### config.mk
export PLATFORM = sky130hd
export DESIGN_NAME = unit_issue_buffer
export DESIGN_NICKNAME = d
export VERILOG_FILES = /design/src/rtl/unit_issue_buffer.sv
export SDC_FILE = /design/constraint.sdc
export NUM_CORES = 1
export LEC_CHECK = 0
export CAP_MARGIN = 40
export CORE_AREA = 2 2 132 134
export DETAILED_ROUTE_END_ITERATION = 16
export DIE_AREA = 0 0 134 136
export GPL_TIMING_DRIVEN = 1
export PLACE_DENSITY = 0.76
export RECOVER_POWER = 50
export SLEW_MARGIN = 10
export SYNTH_ARGS = -nofsm -noshare
export SYNTH_HDL_FRONTEND = slang
export SYNTH_SLANG_ARGS = --single-unit
### constraint.sdc
create_clock -name clk -period 10.4 [get_ports clk]
set_input_delay 3.12 -clock clk [delete_from_list [all_inputs] [get_ports clk]]
set_output_delay 3.12 -clock clk [all_outputs]
set_load 0.005 [all_outputs]
### src/rtl/unit_issue_buffer.sv
`default_nettype none
// ============================================================================
// Module      : unit_issue_buffer
// Description : Responder end of the unit issue interface for a
//               variable-latency execution unit. Issued requests are buffered
//               in an in-order FIFO and launched one at a time into the
//               attached engine through a start/done handshake. Each result
//               is held on the writeback interface until it is acknowledged.
//
// Ports
//   clk, rst            : clock; asynchronous active-high reset
//   new_request         : issue handshake, request accepted this cycle
//   issue_id/issue_data : ID and packed operand payload of the request
//   ready               : buffer has room (registered state only)
//   eng_start           : one-cycle engine launch pulse
//   eng_id / eng_op     : ID launched or executing / payload at launch
//   eng_done/eng_result : engine completion pulse and result
//   wb_done/wb_id/wb_rd : writeback result, held until wb_ack
//   wb_ack              : writeback accepted
//
// Optional feature macro
//   UNIT_ISSUE_BYPASS_EN : when defined, a request arriving in IDLE with an
//                          empty FIFO is launched in the same cycle, bypassing
//                          the FIFO.
//
// Revision    : 1.0  initial release
// ============================================================================
module unit_issue_buffer #(
  parameter int DEPTH = 2,
  parameter int ID_W  = 3,
  parameter int OP_W  = 72,
  parameter int XLEN  = 32
) (
  input  logic            clk,
  input  logic            rst,
  input  logic            new_request,
  input  logic [ID_W-1:0] issue_id,
  input  logic [OP_W-1:0] issue_data,
  output logic            ready,
  output logic            eng_start,
  output logic [ID_W-1:0] eng_id,
  output logic [OP_W-1:0] eng_op,
  input  logic            eng_done,
  input  logic [XLEN-1:0] eng_result,
  output logic            wb_done,
  output logic [ID_W-1:0] wb_id,
  output logic [XLEN-1:0] wb_rd,
  input  logic            wb_ack
);

  localparam int PTR_W = $clog2(DEPTH);
  localparam int ENT_W = ID_W + OP_W;
  localparam logic [PTR_W:0] FULL_COUNT = (PTR_W+1)'(DEPTH);

  typedef enum logic [1:0] {
    ST_IDLE = 2'd0,
    ST_BUSY = 2'd1,
    ST_WB   = 2'd2
  } state_e;

  state_e            state_q,  state_d;
  logic [PTR_W-1:0]  wr_ptr_q, wr_ptr_d;
  logic [PTR_W-1:0]  rd_ptr_q, rd_ptr_d;
  logic [PTR_W:0]    count_q,  count_d;
  logic [ID_W-1:0]   cur_id_q, cur_id_d;
  logic [ID_W-1:0]   wb_id_q,  wb_id_d;
  logic [XLEN-1:0]   wb_rd_q,  wb_rd_d;
  logic [ENT_W-1:0]  mem_q [DEPTH];

  logic              fifo_empty;
  logic [ENT_W-1:0]  head;
  logic [ID_W-1:0]   head_id;
  logic [OP_W-1:0]   head_op;
  logic              bypass_take;
  logic              push;
  logic              pop;

  assign fifo_empty = (count_q == '0);
  assign head       = mem_q[rd_ptr_q];
  assign head_id    = head[ENT_W-1:OP_W];
  assign head_op    = head[OP_W-1:0];

  // ready depends only on the registered occupancy.
  assign ready = (count_q != FULL_COUNT);

`ifdef UNIT_ISSUE_BYPASS_EN
  // Only taken when nothing is queued, so issue order is preserved.
  assign bypass_take = (state_q == ST_IDLE) && fifo_empty && new_request;
`else
  assign bypass_take = 1'b0;
`endif

  assign push = new_request && ready && !bypass_take;
  assign pop  = (state_q == ST_IDLE) && !fifo_empty;

  assign wb_done = (state_q == ST_WB);
  assign wb_id   = wb_id_q;
  assign wb_rd   = wb_rd_q;

  // FIFO bookkeeping; pointers wrap naturally because DEPTH is a power of two.
  always_comb begin
    wr_ptr_d = wr_ptr_q;
    rd_ptr_d = rd_ptr_q;
    count_d  = count_q;
    if (push) begin
      wr_ptr_d = wr_ptr_q + PTR_W'(1);
    end
    if (pop) begin
      rd_ptr_d = rd_ptr_q + PTR_W'(1);
    end
    case ({push, pop})
      2'b10:   count_d = count_q + (PTR_W+1)'(1);
      2'b01:   count_d = count_q - (PTR_W+1)'(1);
      default: count_d = count_q;
    endcase
  end

  // Sequencer: next state and engine-side outputs.
  always_comb begin
    state_d   = state_q;
    cur_id_d  = cur_id_q;
    wb_id_d   = wb_id_q;
    wb_rd_d   = wb_rd_q;
    eng_start = 1'b0;
    eng_id    = cur_id_q;
    eng_op    = '0;
    case (state_q)
      ST_IDLE: begin
        eng_id = '0;
        if (pop) begin
          eng_start = 1'b1;
          eng_id    = head_id;
          eng_op    = head_op;
          cur_id_d  = head_id;
          state_d   = ST_BUSY;
        end else if (bypass_take) begin
          eng_start = 1'b1;
          eng_id    = issue_id;
          eng_op    = issue_data;
          cur_id_d  = issue_id;
          state_d   = ST_BUSY;
        end
      end
      ST_BUSY: begin
        if (eng_done) begin
          wb_rd_d = eng_result;
          wb_id_d = cur_id_q;
          state_d = ST_WB;
        end
      end
      ST_WB: begin
        if (wb_ack) begin
          state_d = ST_IDLE;
        end
      end
      default: state_d = ST_IDLE;
    endcase
  end

  always_ff @(posedge clk or posedge rst) begin
    if (rst) begin
      state_q  <= ST_IDLE;
      wr_ptr_q <= '0;
      rd_ptr_q <= '0;
      count_q  <= '0;
      cur_id_q <= '0;
      wb_id_q  <= '0;
      wb_rd_q  <= '0;
    end else begin
      state_q  <= state_d;
      wr_ptr_q <= wr_ptr_d;
      rd_ptr_q <= rd_ptr_d;
      count_q  <= count_d;
      cur_id_q <= cur_id_d;
      wb_id_q  <= wb_id_d;
      wb_rd_q  <= wb_rd_d;
    end
  end

  // Payload storage needs no reset: an entry is only read once written.
  always_ff @(posedge clk) begin
    if (push) begin
      mem_q[wr_ptr_q] <= {issue_id, issue_data};
    end
  end

endmodule
`default_nettype wire
==> run summary <==
outcome = finished with violations
failing checks = capacitance limit, slew limit
# IOs = 225
commonest cells after routing, fill and taps aside = edfxtp_1 (150), clkdlybuf4s50_1 (146), dlygate4sd3_1 (78), mux2i_1 (75), nor2_1 (74)
PD cells = 283 nW/µm²
CP Data Arrival Time = 3.64 ns
max_cap viols = 4
1st-pass router iterations = 4
RSZ-0062 raised after global routing = false
fin worst setup slack = 3.64 ns
reg2reg path depth = 5
initial antenna violation count = 2
Cells after Synth = 431
worst skew pair latency = 0.42 ns
overall die width = 134 µm
post-layout min period = 6.76 ns
Final nets = 771
via/cell ratio = 4.81
Chip Height = 136 µm
placed insts = 864
Final Hold Fails = 0
Mapped Area = 7380 µm²
Max Slew Vio Count = 117
Leak = 3.93 nW
RD Place Congestion = 0.744
CTS clock-pin slew for the worst setup and hold paths = 0.06 ns
drt total wl = 14800 µm
WHS Path Cells = 1
CP endpoint kind = output port
CTS root buf = clkbuf_16
number of distinct library cells after synthesis = 23
Place WS = 4.77 ns
Clock H-tree levels = 4
drt drc = 0
HPWL after DPL = 10300 µm
Startpoint Class = flip-flop
CP required = 7.28 ns
setup_tns = 0 ns
DR WL/cell = 16.5 µm
Ys Warns = 0
Final Cycle Share = 0.650
first-pass GRT wire length = 23000 µm
CTS tree = built
worst hold start = count_q[1]
R2R Setup Slk = 7.31 ns
Seq cells post-synth = 194
share of layout cells above drive strength 1 = 0.104
worst slew pin tran = 2.23 ns
post-layout util = 0.618
Via Count = 4328
highest clock rate = 148 MHz
Worst R2R Start = count_q[0]
Starting Density = 0.437
critical path peak fanout = 48
postcts setup bufs = 0
Hold Path End = count_q[1]
Post-Layout Cell Count = 899
Hold WS = 0.487 ns
Congestion Overflow GR = 0
RR Endpoint = mem_q[0][65]
Max rail drop VDD = 129 µV
DRT iter0 DRCs = 187
Seq. cell area = 5610 µm²
most common cell after layout, fill and taps aside = edfxtp_1
largest net degree at the start of global routing = 49
multi-input logic area = 1610 µm²
hold_buf cts = 0
CORE AREA = 16900 µm²
total CTS buffers = 17
Filler Cell Count = 1261
syn_nets = 544
worst hold path class = reg2reg
vias in the first global route = 4571
Clock Tree Buf Depth = 2
GRT Util Overall = 0.167
Final Skew = 0.00994 ns
ANT nets after route = 0
final setup violating endpoints = 0
final instance area = 10400 µm²
total chip power = 2.95 mW
area grow syn2layout = 41.3%
kind of critical path = reg2out
syn_area_per_cell = 17.1 µm²
die area = 18200 µm²
Setup crit start = rd_ptr_q
num rows = 48
Placed Area = 9860 µm²
IO Port Bufs = 224
cts repair resizes = 0
register area share after synthesis = 0.760
Clock Sinks = 194
slew margin rel. = -0.489
-- sequential cells by signal (all words and copies together) (netlist names) --
name      count
state_q       2
mem_q       150
rd_ptr_q      1
wb_id         3
wb_rd        32
cur_id_q      3
wr_ptr_q      1
count_q       2
-- kinds of logic (layout without fill, tap and decap cells) --
| group | after synthesis | count (layout) | synth area share |
|---|---|---|---|
| xor+xnor | 5 | 5 | 0.00593 |
| fa+ha+maj | 1 | 1 | 0.00170 |
| other cells | 0 | 4 | 0 |
| mux | 110 | 110 | 0.155 |
| buf+inv | 27 | 266 | 0.0231 |
| flops | 194 | 194 | 0.760 |
| compound gates | 11 | 11 | 0.00950 |
| simple gates | 83 | 83 | 0.0449 |
-- worst max-delay path, stage by stage (launching register included) --
cell and delay [ns]:
dfrtp_1 1.34, buf_4 0.83, mux2i_1 0.21, o2bb2ai_1 0.22
clkdlybuf4s50_1 0.54
-- routing by layer --
layer	global-route usage	wire length [µm]
met5	0	13
met2	0.289	7660
met1	0.189	5720
met3	0.0567	1120
met4	0.0697	283
-- synth_stat cells, drive strengths merged --
cell type | count | area [µm²]
nand2 | 1 | 3.75
nand3b | 1 | 7.51
xnor2 | 4 | 35.0
xor2 | 1 | 8.76
or2 | 2 | 12.5
o21ai | 8 | 43.8
mux2 | 35 | 394
dfrtp | 44 | 1100
buf | 18 | 135
nand2b | 2 | 12.5
edfxtp | 150 | 4500
mux2i | 75 | 751
inv | 4 | 15.0
clkbuf | 5 | 20.0
o2bb2ai | 3 | 26.3
and3 | 1 | 6.26
or2b | 1 | 7.51
nor2 | 75 | 282
ha | 1 | 12.5
-- worst max-delay path by stage --
| stage | end | slack (ns) |
|---|---|---|
| after floorplan | mem_q[0][0] | 3.55 |
| after global placement | eng_id[2] | 4.79 |
| after detailed placement | eng_id[1] | 4.77 |
| after CTS | eng_id[0] | 4.27 |
| after global routing | eng_id[2] | 3.42 |
| final | eng_id[0] | 3.64 |
-- where the power goes --
group	switching [mW]	total [mW]	internal, mW	leakage (nW)
clock network	0.255	0.620	0.366	0.287
registers	0.104	1.19	1.09	1.92
logic	0.479	1.14	0.660	1.72
-- final cells by class --
type                       instances  area share
antenna                            4    0.000960
clock buffer                      28      0.0535
clock inverter                     3     0.00156
inverter                           4     0.00144
multi-input combinational        210       0.155
sequential                       194       0.538
tap                              225      0.0270
timing repair buffer             231       0.223
No activity file was read; power rests on OpenSTA's default activity.
